--- src/rtl/ifu_pkg.sv ---
// rtl/ifu_pkg.sv - shared types and constants for the instruction fetch unit
// FAULT state exists only when IFU_MISALIGN_TRAP_EN is defined.
package ifu_pkg;

  localparam int INSTR_W = 32;
  localparam logic [INSTR_W-1:0] NOP_INSTR = 32'h0000_0013;

  typedef enum logic [1:0] {
    ST_STOP  = 2'd0,
    ST_RUN   = 2'd1
`ifdef IFU_MISALIGN_TRAP_EN
    , ST_FAULT = 2'd2
`endif
  } ifu_state_e;

endpackage

--- src/rtl/ifu_sync_fifo.sv ---
// rtl/ifu_sync_fifo.sv - synchronous FIFO with clear, count and full/empty flags
// DEPTH must be a power of two so the pointers wrap naturally.
module ifu_sync_fifo #(
  parameter int WIDTH = 32,
  parameter int DEPTH = 2
) (
  input  logic                     clk,
  input  logic                     rst_n,
  input  logic                     clear_i,
  input  logic                     push_i,
  input  logic [WIDTH-1:0]         push_data_i,
  input  logic                     pop_i,
  output logic [WIDTH-1:0]         head_data_o,
  output logic [$clog2(DEPTH):0]   count_o,
  output logic                     full_o,
  output logic                     empty_o
);

  localparam int AW = $clog2(DEPTH);
  localparam int CW = AW + 1;

  logic [WIDTH-1:0] mem_q [DEPTH];
  logic [AW-1:0]    wr_ptr_q, wr_ptr_d;
  logic [AW-1:0]    rd_ptr_q, rd_ptr_d;
  logic [CW-1:0]    count_q, count_d;
  logic             do_push, do_pop;

  assign full_o      = (count_q == CW'(DEPTH));
  assign empty_o     = (count_q == '0);
  assign count_o     = count_q;
  assign head_data_o = mem_q[rd_ptr_q];
  assign do_push     = push_i & ~full_o & ~clear_i;
  assign do_pop      = pop_i & ~empty_o;

  always_comb begin
    wr_ptr_d = wr_ptr_q;
    rd_ptr_d = rd_ptr_q;
    count_d  = count_q;
    if (clear_i) begin
      wr_ptr_d = '0;
      rd_ptr_d = '0;
      count_d  = '0;
    end else begin
      if (do_push) wr_ptr_d = wr_ptr_q + AW'(1);
      if (do_pop)  rd_ptr_d = rd_ptr_q + AW'(1);
      count_d = count_q + CW'(do_push) - CW'(do_pop);
    end
  end

  always_ff @(posedge clk or negedge rst_n) begin
    if (!rst_n) begin
      wr_ptr_q <= '0;
      rd_ptr_q <= '0;
      count_q  <= '0;
    end else begin
      wr_ptr_q <= wr_ptr_d;
      rd_ptr_q <= rd_ptr_d;
      count_q  <= count_d;
    end
  end

  // Storage needs no reset; consumers qualify the head with empty_o.
  always_ff @(posedge clk) begin
    if (do_push) mem_q[wr_ptr_q] <= push_data_i;
  end

endmodule

--- src/rtl/instr_fetch_unit.sv ---
// rtl/instr_fetch_unit.sv - PC, imem request issue, in-order instruction queue, redirect flush
// Optional misaligned-redirect trap (fetch_fault port, FAULT state) under IFU_MISALIGN_TRAP_EN.
module instr_fetch_unit
  import ifu_pkg::*;
#(
  parameter int                ADDR_W   = 32,
  parameter logic [ADDR_W-1:0] RESET_PC = '0,
  parameter int                DEPTH    = 2
) (
`ifdef IFU_MISALIGN_TRAP_EN
  output logic               fetch_fault,
`endif
  input  logic               clk,
  input  logic               rst_n,
  input  logic               fetch_en,
  output logic               imem_req,
  output logic [ADDR_W-1:0]  imem_addr,
  input  logic               imem_gnt,
  input  logic               imem_rvalid,
  input  logic [INSTR_W-1:0] imem_rdata,
  input  logic               redirect_valid,
  input  logic [ADDR_W-1:0]  redirect_pc,
  output logic               instr_valid,
  input  logic               instr_ready,
  output logic [INSTR_W-1:0] instruction,
  output logic [ADDR_W-1:0]  instr_pc
);

  localparam int CW = $clog2(DEPTH) + 1;
  localparam int QW = ADDR_W + INSTR_W;
  localparam logic [CW:0] DEPTH_W = (CW+1)'(DEPTH);

  ifu_state_e        state_q, state_d;
  logic [ADDR_W-1:0] pc_q, pc_d;
  logic [CW-1:0]     discard_q, discard_d;
  logic [CW-1:0]     q_count, out_cnt;
  logic              q_full, q_empty, tag_full, tag_empty;
  logic [QW-1:0]     q_head;
  logic [ADDR_W-1:0] tag_head, redirect_tgt;
  logic [CW:0]       credit_used;
  logic              accept, q_push, q_pop;

  assign redirect_tgt = redirect_pc & ~ADDR_W'(3);
  // Queued words plus in-flight requests never exceed DEPTH, so responses always fit.
  assign credit_used  = {1'b0, q_count} + {1'b0, out_cnt};
  assign imem_req     = (state_q == ST_RUN) & ~redirect_valid & ~tag_full & (credit_used < DEPTH_W);
  assign imem_addr    = pc_q;
  assign accept       = imem_req & imem_gnt;
  assign q_push       = imem_rvalid & ~tag_empty & ~q_full & (discard_q == '0) & ~redirect_valid;
  assign q_pop        = instr_valid & instr_ready;
  assign instr_valid  = ~q_empty;
  assign instruction  = instr_valid ? q_head[INSTR_W-1:0] : '0;
  assign instr_pc     = instr_valid ? q_head[QW-1:INSTR_W] : '0;

  ifu_sync_fifo #(.WIDTH(QW), .DEPTH(DEPTH)) u_instr_q (
    .clk         (clk),
    .rst_n       (rst_n),
    .clear_i     (redirect_valid),
    .push_i      (q_push),
    .push_data_i ({tag_head, imem_rdata}),
    .pop_i       (q_pop),
    .head_data_o (q_head),
    .count_o     (q_count),
    .full_o      (q_full),
    .empty_o     (q_empty)
  );

  // Tag FIFO occupancy doubles as the outstanding-request count.
  ifu_sync_fifo #(.WIDTH(ADDR_W), .DEPTH(DEPTH)) u_tag_q (
    .clk         (clk),
    .rst_n       (rst_n),
    .clear_i     (1'b0),
    .push_i      (accept),
    .push_data_i (pc_q),
    .pop_i       (imem_rvalid),
    .head_data_o (tag_head),
    .count_o     (out_cnt),
    .full_o      (tag_full),
    .empty_o     (tag_empty)
  );

  always_comb begin
    discard_d = discard_q;
    if (redirect_valid) begin
      discard_d = out_cnt + CW'(accept) - CW'(imem_rvalid);
    end else if (imem_rvalid && discard_q != '0) begin
      discard_d = discard_q - CW'(1);
    end
  end

  always_comb begin
    pc_d = pc_q;
    if (redirect_valid) pc_d = redirect_tgt;
    else if (accept)    pc_d = pc_q + ADDR_W'(4);
  end

  always_comb begin
    state_d = fetch_en ? ST_RUN : ST_STOP;
`ifdef IFU_MISALIGN_TRAP_EN
    if (redirect_valid && redirect_pc[1:0] != 2'b00) state_d = ST_FAULT;
    else if (state_q == ST_FAULT && !redirect_valid)  state_d = ST_FAULT;
`endif
  end

`ifdef IFU_MISALIGN_TRAP_EN
  assign fetch_fault = (state_q == ST_FAULT);
`endif

  always_ff @(posedge clk or negedge rst_n) begin
    if (!rst_n) begin
      state_q   <= ST_STOP;
      pc_q      <= RESET_PC;
      discard_q <= '0;
    end else begin
      state_q   <= state_d;
      pc_q      <= pc_d;
      discard_q <= discard_d;
    end
  end

endmodule

--- config.mk ---
export PLATFORM = sky130hd
export DESIGN_NAME = instr_fetch_unit
export DESIGN_NICKNAME = d
export VERILOG_FILES = /design/src/rtl/ifu_pkg.sv /design/src/rtl/ifu_sync_fifo.sv /design/src/rtl/instr_fetch_unit.sv
export SDC_FILE = /design/constraint.sdc
export NUM_CORES = 1
export LEC_CHECK = 0
export ABC_AREA = 0
export CAP_MARGIN = 5
export CORE_MARGIN = 2
export CORE_UTILIZATION = 40
export DETAILED_ROUTE_END_ITERATION = 12
export PLACE_DENSITY = 0.74
export RECOVER_POWER = 50
export SLEW_MARGIN = 20
export SYNTH_ARGS = -nofsm -noshare
export SYNTH_HDL_FRONTEND = slang
export SYNTH_SLANG_ARGS = --single-unit
--- constraint.sdc ---
create_clock -name clk -period 4.94 [get_ports clk]
set_input_delay 0.741 -clock clk [delete_from_list [all_inputs] [get_ports clk]]
set_output_delay 0.741 -clock clk [all_outputs]
set_load 0.1 [all_outputs]
==> results of run 1 <==
-- worst paths after layout --
path	depth (start not counted)	startpoint	to	slack [ns]
max	4	u_instr_q.rd_ptr_q$_DFFE_PN0P_	instruction[10]	1.10
min	1	u_tag_q.wr_ptr_q$_DFFE_PN0P_	u_tag_q.wr_ptr_q$_DFFE_PN0P_	0.51
max reg2reg	8	u_instr_q.count_o[0]$_DFF_PN0_	u_tag_q.mem_q[0][4]$_DFFE_PP_	1.32
min reg2reg	1	u_tag_q.wr_ptr_q$_DFFE_PN0P_	u_tag_q.wr_ptr_q$_DFFE_PN0P_	0.51
max in group asynchronous	1	rst_n	u_instr_q.rd_ptr_q$_DFFE_PN0P_	2.36
min in group asynchronous	1	rst_n	imem_addr[29]$_DFFE_PN0P_	0.93
-- power groups by stage --
stage / sequential [mW] / combinational [mW] / clock [mW]
6_report: 2.49 / 3.56 / 1.86
5_1_grt: 2.52 / 3.72 / 2.00
4_1_cts: 2.50 / 3.64 / 1.91
3_5_place_dp: 2.53 / 3.63 / 0
3_3_place_gp: 2.53 / 3.60 / 0
2_1_floorplan: 2.69 / 2.59 / 0
-- synthesized netlist by cell type, types with 12 or more instances --
cell type / n
edfxtp_1: 184
nor2_1: 85
mux2i_1: 68
dfrtp_1: 41
nand2_1: 40
mux2_2: 30
o21ai_0: 17
clkbuf_1: 15
inv_1: 14
nand4_1: 13
o211ai_1: 13
nand3_1: 12
-- routing by layer --
layer	part of all wire (%)	wire length (µm)	GRT usage, %
met3	7.3	1490	3.74
met1	43	8780	21.9
met2	48	9630	26.7
met5	0	0	0
met4	1.7	350	4.33
-- registers in the layout, summed over array words and instances, names as in the netlist --
| name | count |
|---|---|
| u_tag_q.rd_ptr_q | 1 |
| discard_q | 2 |
| u_instr_q.count_o | 2 |
| u_tag_q.mem_q | 60 |
| u_instr_q.mem_q | 124 |
| state_q | 1 |
| imem_addr | 30 |
| u_instr_q.wr_ptr_q | 1 |
| u_tag_q.count_o | 2 |
| u_tag_q.wr_ptr_q | 1 |
| u_instr_q.rd_ptr_q | 1 |
-- worst max-delay path: cells and delay by family (launching register included) --
family | cells | cell delay [ns]
mux | 1 | 0.14
simple gates | 1 | 0.12
flops | 1 | 0.80
buf+inv | 2 | 1.49
-- cells by family after synthesis --
group	share of synthesized area [%]
flip-flops	70.2
AND/OR/NAND/NOR	9.54
multiplexers	10.9
AO/OA/AOI/OAI	4.74
buffers and inverters	2.28
XOR/XNOR	1.03
adder cells (fa/ha/maj)	1.29
other	0.0402
-- layout make-up --
type	count	area share [%]
clock buffers	33	5.59
clock inverters	11	1.29
inverters	15	0.476
multi-input cells	365	21.1
flip-flops and latches	225	54.3
well taps	313	3.24
repair buffers	171	14.0
==> flow_summary.yaml, run 1 <==
run_status:
  status: "finished with violations"
  violations: "max-capacitance violations, max-slew violations"
die:
  fp.dieH_um: 157
  dieArea_mm2: 0.0246
  fp.coreArea_mm2: 0.0228
  ios: 169
  die_w_um: 157
  initial_core_util_pct: 41.0
  num_rows: 55
power:
  clkPwrFrac_pct: 23.5
  fin_total_pwr_mw: 7.92
  p_comb_share_pct: 45.0
  ir_worst_vdd_v: 0.000359
  p_sw_mw: 3.59
  power.density_mw_per_mm2: 655
  intPower_mw: 4.32
  p_sw_share_pct: 45.4
  p_seq_share_pct: 31.5
  leakage_nw: 4.12
worst_hold_path:
  holdCritPathClass: "flop to flop"
route:
  firstDrtPassIters: 5
  postRouteAntennaNets: 0
  wl_per_cell_um: 17.9
  drt_wl_total_mm: 20.2
  via_per_inst: 5.08
  drt_iter0_markers: 516
  via_count: 5757
  drc: 0
place:
  placed_cell_area_mm2: 0.0113
  gp_congestion: 0.812
  portBuffers: 162
  place_ws_ns: 1.48
  dp_cells: 1089
  hpwl_mm: 12.7
global_route:
  grt_max_degree: 63
  grtUsageTotal_pct: 16.3
  grt_pass1_vias: 5597
  grt-ovfl-total: 0
  antenna_found_initial: 0
  grt_pass1_wl_mm: 30.9
cells_and_area:
  finish.utilization_pct: 53.0
  fillers: 1840
  regArea_mm2: 0.00656
  final_cells: 1133
  area_delta_synth_final_pct: 29.4
  final_cell_mix: "edfxtp_1, clkdlybuf4s50_1, nor2_1, mux2i_1"
  final_common_cell: "edfxtp_1"
  final_area_mm2: 0.0121
  drive_gt1_share_pct: 7.80
  num_antenna_cells: 0
  nets: 882
  multi_input_area_mm2: 0.00255
clock_tree:
  cts-resized-gates: 0
  cts_tree: "done"
  clock-sinks: 225
  postCtsSetupRepairBufs: 0
  clkSlewWorstSetupHoldPaths_ns: 0.06
  cts_max_path_buffers: 3
  hold_buffers: 0
  clk_latency_ns: 0.50
  numCtsBuffers: 24
  cts-root-buf: "clkbuf_16"
  ctsHtreeMaxLevel: 1
critical_path:
  cp_cell_sequence: "buf_12 -> mux2i_1 -> nor2_1 -> clkdlybuf4s50_1"
  endpoint_kind: "output port"
  critPathMaxFanout: 36
  slowest_delay_ns: 1.15
  crit_slowest_cell: "clkdlybuf4s50_1"
  start_kind: "flop"
  crit_type: "flop to output port"
  cp.arrival_ns: 3.10
  cp_data_required_time_ns: 4.20
timing:
  setup_tns_ns: 0
  rsz0062_at_grt: "false"
  setup_viol: 0
  worst_pin_slew_ns: 2.33
  holdWs_ns: 0.506
  slew_violations: 68
  layout_setup_ws_ns: 1.10
  maxSlewHeadroom_pct: -55.4
  skew_ns: 0.00882
  period_needed_ns: 3.84
  fmaxAchievable_ghz: 0.260
  finalCritPeriodShare_pct: 77.7
  finalHoldViolations: 0
synth:
  yosysWarnings: 0
  netlist_instances: 634
  yosysTopAreaCellShare_pct: 59.2
  ys.flop_type: "edfxtp_1"
  synthTopCellsByArea: "edfxtp_1, dfrtp_1, mux2i_1"
  avgSynthCellArea_um2: 14.7
  synth_seq_cells: 225
  netlist_area_mm2: 0.00934
  yosysTopAreaCell: "edfxtp_1"
  yosysSeqAreaShare_pct: 70.2
  async_flop_share_pct: 18.2
  synth_edf_count: 184
  ys_types: 52
flow_run:
  cap_violations: 2
Note: power is estimated with default switching activity, not from simulation.
==> run 2, diff against run 1 <==
--- a/config.mk
+++ b/config.mk
@@ -10,7 +10,7 @@
 export CORE_MARGIN = 2
 export CORE_UTILIZATION = 40
 export DETAILED_ROUTE_END_ITERATION = 12
-export PLACE_DENSITY = 0.74
+export PLACE_DENSITY = 0.76
 export RECOVER_POWER = 50
 export SLEW_MARGIN = 20
 export SYNTH_ARGS = -nofsm -noshare
==> constraint.sdc (replaced) <==
create_clock -name clk -period 3.5 [get_ports clk]
set_input_delay 0.525 -clock clk [delete_from_list [all_inputs] [get_ports clk]]
set_output_delay 0.525 -clock clk [all_outputs]
set_load 0.1 [all_outputs]
==> flow_summary.yaml, run 2 (synthesis gave the netlist of run 1 again) <==
run_status:
  status: "finished with violations"
  violations: "max-capacitance violations, max-slew violations"
power:
  power.density_mw_per_mm2: 930
  clkPwrFrac_pct: 24.1
  p_comb_share_pct: 44.6
  p_seq_share_pct: 31.3
  ir_worst_vdd_v: 0.000559
  intPower_mw: 6.05
  p_sw_share_pct: 45.8
  leakage_nw: 4.29
  p_sw_mw: 5.11
place:
  hpwl_mm: 13.4
  gp_congestion: 0.830
  placed_cell_area_mm2: 0.0112
  place_ws_ns: 0.241
  portBuffers: 162
route:
  postRouteAntennaNets: 0
  firstDrtPassIters: 4
  drt_wl_total_mm: 20.8
  drc: 0
  drt_iter0_markers: 346
  via_count: 5801
  via_per_inst: 5.08
  wl_per_cell_um: 18.2
clock_tree:
  cts_tree: "done"
  clock-sinks: 225
  cts-root-buf: "clkbuf_16"
  clkSlewWorstSetupHoldPaths_ns: 0.06
  cts_max_path_buffers: 3
  hold_buffers: 0
  postCtsSetupRepairBufs: 0
  ctsHtreeMaxLevel: 1
  clk_latency_ns: 0.51
  numCtsBuffers: 25
  cts-resized-gates: 0
critical_path:
  slowest_delay_ns: 0.47
  reg2regPathDepth: 8
  critPathMaxFanout: 30
  crit_slowest_cell: "fa_1"
  r2r_slack_ns: 0.51
  cp_data_required_time_ns: 3.65
  start_kind: "flop"
  crit_type: "flop to flop"
  r2r-start: "u_instr_q.count_o[0]$_DFF_PN0_"
  worstReg2RegEnd: "u_tag_q.mem_q[0][11]$_DFFE_PP_"
  cp.arrival_ns: 3.14
  endpoint_kind: "flop"
  cp_cell_sequence: "inv_1 -> nor2_1 -> fa_1 -> nor4b_4 -> nand3_1 -> clkbuf_1 -> nor2_2 -> buf_4"
global_route:
  grtUsageTotal_pct: 16.6
  grt_pass1_wl_mm: 31.7
  grt-ovfl-total: 0
  grt_max_degree: 63
  grt_pass1_vias: 5853
  antenna_found_initial: 1
timing:
  layout_setup_ws_ns: 0.507
  setup_viol: 0
  setup_tns_ns: 0
  slew_violations: 73
  worst_pin_slew_ns: 2.37
  maxSlewHeadroom_pct: -58.0
  fmaxAchievable_ghz: 0.334
  finalCritPeriodShare_pct: 85.5
  rsz0062_at_grt: "false"
  skew_ns: 0.0112
  finalHoldViolations: 0
  period_needed_ns: 2.99
cells_and_area:
  final_area_mm2: 0.0120
  regMostFlops: "u_instr_q.mem_q"
  final_common_cell: "edfxtp_1"
  area_delta_synth_final_pct: 28.6
  final_cell_mix: "edfxtp_1, nor2_1, buf_4, mux2i_1, clkdlybuf4s50_1"
  nets: 888
  fillers: 1945
  largest_reg_flops: 124
  drive_gt1_share_pct: 16.3
die:
  ios: 169
  dieArea_mm2: 0.0246
  num_rows: 55
  initial_core_util_pct: 41.0
  fp.coreArea_mm2: 0.0228
  fp.dieH_um: 157
  die_w_um: 157
worst_hold_path:
  hold-path-endpoint: "u_tag_q.rd_ptr_q$_DFFE_PN0N_"
  holdCritPathClass: "flop to flop"
  hp-start: "u_tag_q.rd_ptr_q$_DFFE_PN0N_"
  hold_path_depth: 1
flow_run:
  cap_violations: 2
## run 2: cell count changes in the layout (fill, tap and decap cells not counted), moves of 2 or more
cell | before | now
clkbuf_1 | 10 | 19
buf_4 | 5 | 69
o311ai_0 | 6 | 4
mux2_1 | 19 | 24
o311ai_1 | 1 | 3
mux2_2 | 11 | 6
buf_12 | 2 | 5
clkdlybuf4s50_1 | 120 | 52
clkinv_2 | 1 | 3
clkinv_1 | 4 | 7
dlygate4sd3_1 | 40 | 34
## run 2: how the worst max path moves through the flow
stage,start,to,slack [ns],cells after the start
global route,u_instr_q.count_o[0]$_DFF_PN0_,u_tag_q.mem_q[0][9]$_DFFE_PP_,0.29,8
detailed placement,redirect_valid,imem_addr[18]$_DFFE_PN0P_,0.24,7
CTS,u_instr_q.count_o[0]$_DFF_PN0_,imem_addr[12]$_DFFE_PN0P_,0.40,9
finish,u_instr_q.count_o[0]$_DFF_PN0_,u_tag_q.mem_q[0][11]$_DFFE_PP_,0.51,8
floorplan,u_instr_q.count_o[0]$_DFF_PN0_,u_tag_q.mem_q[0][10]$_DFFE_PP_,0.14,7
global placement,redirect_valid,imem_addr[15]$_DFFE_PN0P_,0.36,7
## run 2: layout make-up
cell class / instances / area (µm²) / share of cell area [%]
diodes: 1 / 2.50 / 0.0208
clock buffers: 30 / 654 / 5.45
clock inverters: 16 / 203 / 1.69
inverters: 15 / 57.6 / 0.479
multi-input cells: 365 / 2600 / 21.7
flip-flops and latches: 225 / 6560 / 54.6
well taps: 313 / 392 / 3.26
repair buffers: 176 / 1540 / 12.8
## run 2: metal layers
metal  GRT usage, %  vias up  part of all wire, %
li1               -     2719                    -
met1           21.3     2853                   44
met2           28.3      193                   48
met3           3.63       36                  6.7
met4           4.89        0                  1.8
met5              0        -                    0
## run 2: power by group through the flow
| stage | Clock (mW) | Combinational [mW] | Sequential (mW) |
|---|---|---|---|
| 2_1_floorplan | 0 | 3.66 | 3.79 |
| 3_3_place_gp | 0 | 5.03 | 3.53 |
| 3_5_place_dp | 0 | 5.08 | 3.55 |
| 4_1_cts | 2.74 | 5.09 | 3.50 |
| 5_1_grt | 2.86 | 5.22 | 3.53 |
| 6_report | 2.69 | 4.98 | 3.50 |
## run 2: critical path: cells and delay by family (launching register included)
| kind | cells | cell delay (ns) |
|---|---|---|
| simple gates | 4 | 0.77 |
| fa+ha+maj | 1 | 0.47 |
| buf+inv | 3 | 0.99 |
| flops | 1 | 0.39 |
## run 2: stage by stage
step / hold slack, ns / std cells / utilization, % / power, mW
2_1_floorplan: 0.229 / 637 / - / 7.45
3_3_place_gp: 0.468 / 1094 / 49.2 / 8.56
3_5_place_dp: 0.474 / 1094 / 49.2 / 8.63
4_1_cts: 0.213 / 1140 / 53.0 / 11.3
5_1_grt: 0.501 / 1141 / 52.7 / 11.6
6_report: 0.479 / 1141 / 52.7 / 11.2
==> run 3, diff against run 2 <==
--- a/config.mk
+++ b/config.mk
@@ -8,9 +8,9 @@
 export ABC_AREA = 0
 export CAP_MARGIN = 5
 export CORE_MARGIN = 2
-export CORE_UTILIZATION = 40
+export CORE_UTILIZATION = 30
 export DETAILED_ROUTE_END_ITERATION = 12
-export PLACE_DENSITY = 0.76
+export PLACE_DENSITY_LB_ADDON = 0.12
 export RECOVER_POWER = 50
 export SLEW_MARGIN = 20
 export SYNTH_ARGS = -nofsm -noshare
==> flow_summary.yaml, run 3 (synthesis gave the netlist of run 1 again) <==
route:
  drt_wl_total_mm: 22.3
  via_count: 5777
  drc: 0
  postRouteAntennaNets: 0
  firstDrtPassIters: 5
  drt_iter0_markers: 272
  via_per_inst: 4.72
  wl_per_cell_um: 18.2
clock_tree:
  cts_max_path_buffers: 3
  postCtsSetupRepairBufs: 0
  hold_buffers: 0
  cts_tree: "done"
  clkSlewWorstSetupHoldPaths_ns: 0.06
  ctsHtreeMaxLevel: 1
  clock-sinks: 225
  clk_latency_ns: 0.51
  cts-root-buf: "clkbuf_16"
  cts-resized-gates: 0
  numCtsBuffers: 25
cells_and_area:
  largest_reg_flops: 124
  final_cell_mix: "edfxtp_1, nor2_1, buf_4, mux2i_1, clkdlybuf4s50_1"
  final_common_cell: "edfxtp_1"
  regMostFlops: "u_instr_q.mem_q"
  multi_input_area_mm2: 0.00260
  drive_gt1_share_pct: 16.9
  nets: 889
  fillers: 2910
  regArea_mm2: 0.00656
  area_delta_synth_final_pct: 28.1
timing:
  finalHoldViolations: 0
  slew_violations: 59
  fmaxAchievable_ghz: 0.348
  setup_tns_ns: 0
  finalCritPeriodShare_pct: 82.2
  layout_setup_ws_ns: 0.623
  worst_pin_slew_ns: 1.97
  period_needed_ns: 2.88
  skew_ns: 0.00965
  setup_viol: 0
  rsz0062_at_grt: "false"
  maxSlewHeadroom_pct: -31.6
die:
  fp.coreArea_mm2: 0.0306
  initial_core_util_pct: 30.5
  fp.dieH_um: 180
  die_w_um: 180
  dieArea_mm2: 0.0325
  ios: 169
  num_rows: 64
flow_run:
  cap_violations: 2
place:
  hpwl_mm: 14.4
  gp_congestion: 0.781
  portBuffers: 162
  place_ws_ns: 0.737
critical_path:
  crit_type: "flop to output port"
  start_kind: "flop"
  critPathMaxFanout: 3
  cp_data_required_time_ns: 2.97
  cp.arrival_ns: 2.35
  endpoint_kind: "output port"
global_route:
  grtUsageTotal_pct: 13.7
  grt_pass1_vias: 6084
  grt-ovfl-total: 0
  grt_pass1_wl_mm: 35.1
  antenna_found_initial: 0
  grt_max_degree: 63
power:
  power.density_mw_per_mm2: 911
  ir_worst_vdd_v: 0.000428
  leakage_nw: 4.24
worst_hold_path:
  holdCritPathClass: "primary input to asynchronous set/reset pin"
run_status:
  status: "finished with violations"
  violations: "max-capacitance violations, max-slew violations"
[run 3: cell types whose count changed in the layout (fill, tap and decap cells not counted), sizes merged]
cell / change
buf: +1
bufinv: -5
clkbuf: +16
clkinv: -4
dlygate4sd3: -1
inv: -1
clkdlybuf4s50: -6
[run 3: where the power goes]
part / internal [mW] / switching, mW
registers: 3.24 / 0.290
logic: 1.08 / 3.84
clock network: 1.46 / 0.982
total: 5.78 / 5.12
[run 3: stage by stage]
step / util, % / cell area (µm²) / hold slack, ns / power, mW / instances
6_report: 39.1 / 12000 / 0.424 / 10.9 / 1224
5_1_grt: 39.1 / 12000 / 0.506 / 11.4 / 1223
4_1_cts: 39.4 / 12100 / 0.0570 / 11.1 / 1223
3_5_place_dp: 36.9 / 11300 / 0.474 / 8.66 / 1178
3_3_place_gp: 36.9 / 11300 / 0.464 / 8.60 / 1178
2_1_floorplan: - / 9350 / 0.229 / 7.45 / 637
[run 3: cell type report]
type,instances,share of cell area [%]
clock buffers,39,6.26
well taps,396,4.14
multi-input cells,365,21.7
flip-flops and latches,225,54.8
repair buffers,177,12.3
inverters,15,0.481
diodes,1,0.0209
clock inverters,6,0.293
[run 3: worst max-delay path: stages, from the launching register on]
cell     delay, ns
dfrtp_1       0.39
inv_1         0.09
nor2_1        0.13
fa_1          0.47
nor4b_4       0.31
and2_1        0.17
buf_4         0.29
[run 3: worst paths after layout]
kind | depth (start not counted) | from | slack (ns) | to
worst max-delay path | 6 | u_instr_q.count_o[0]$_DFF_PN0_ | 0.62 | imem_req
worst min-delay path | 1 | rst_n | 0.42 | u_instr_q.count_o[0]$_DFF_PN0_
worst max register to register | 10 | u_instr_q.count_o[0]$_DFF_PN0_ | 0.79 | imem_addr[30]$_DFFE_PN0P_
worst min register to register | 1 | u_tag_q.rd_ptr_q$_DFFE_PN0N_ | 0.48 | u_tag_q.rd_ptr_q$_DFFE_PN0N_
max in group asynchronous | 2 | rst_n | 1.48 | imem_addr[22]$_DFFE_PN0P_
min in group clk | 1 | u_tag_q.rd_ptr_q$_DFFE_PN0N_ | 0.48 | u_tag_q.rd_ptr_q$_DFFE_PN0N_
[run 3: routing by layer]
layer,share of wire (%),up-vias,GRT usage [%]
li1,-,2715,-
met1,43,2844,17.6
met5,0,-,0
met3,5.4,39,2.43
met4,2.7,0,4.48
met2,49,179,23.3
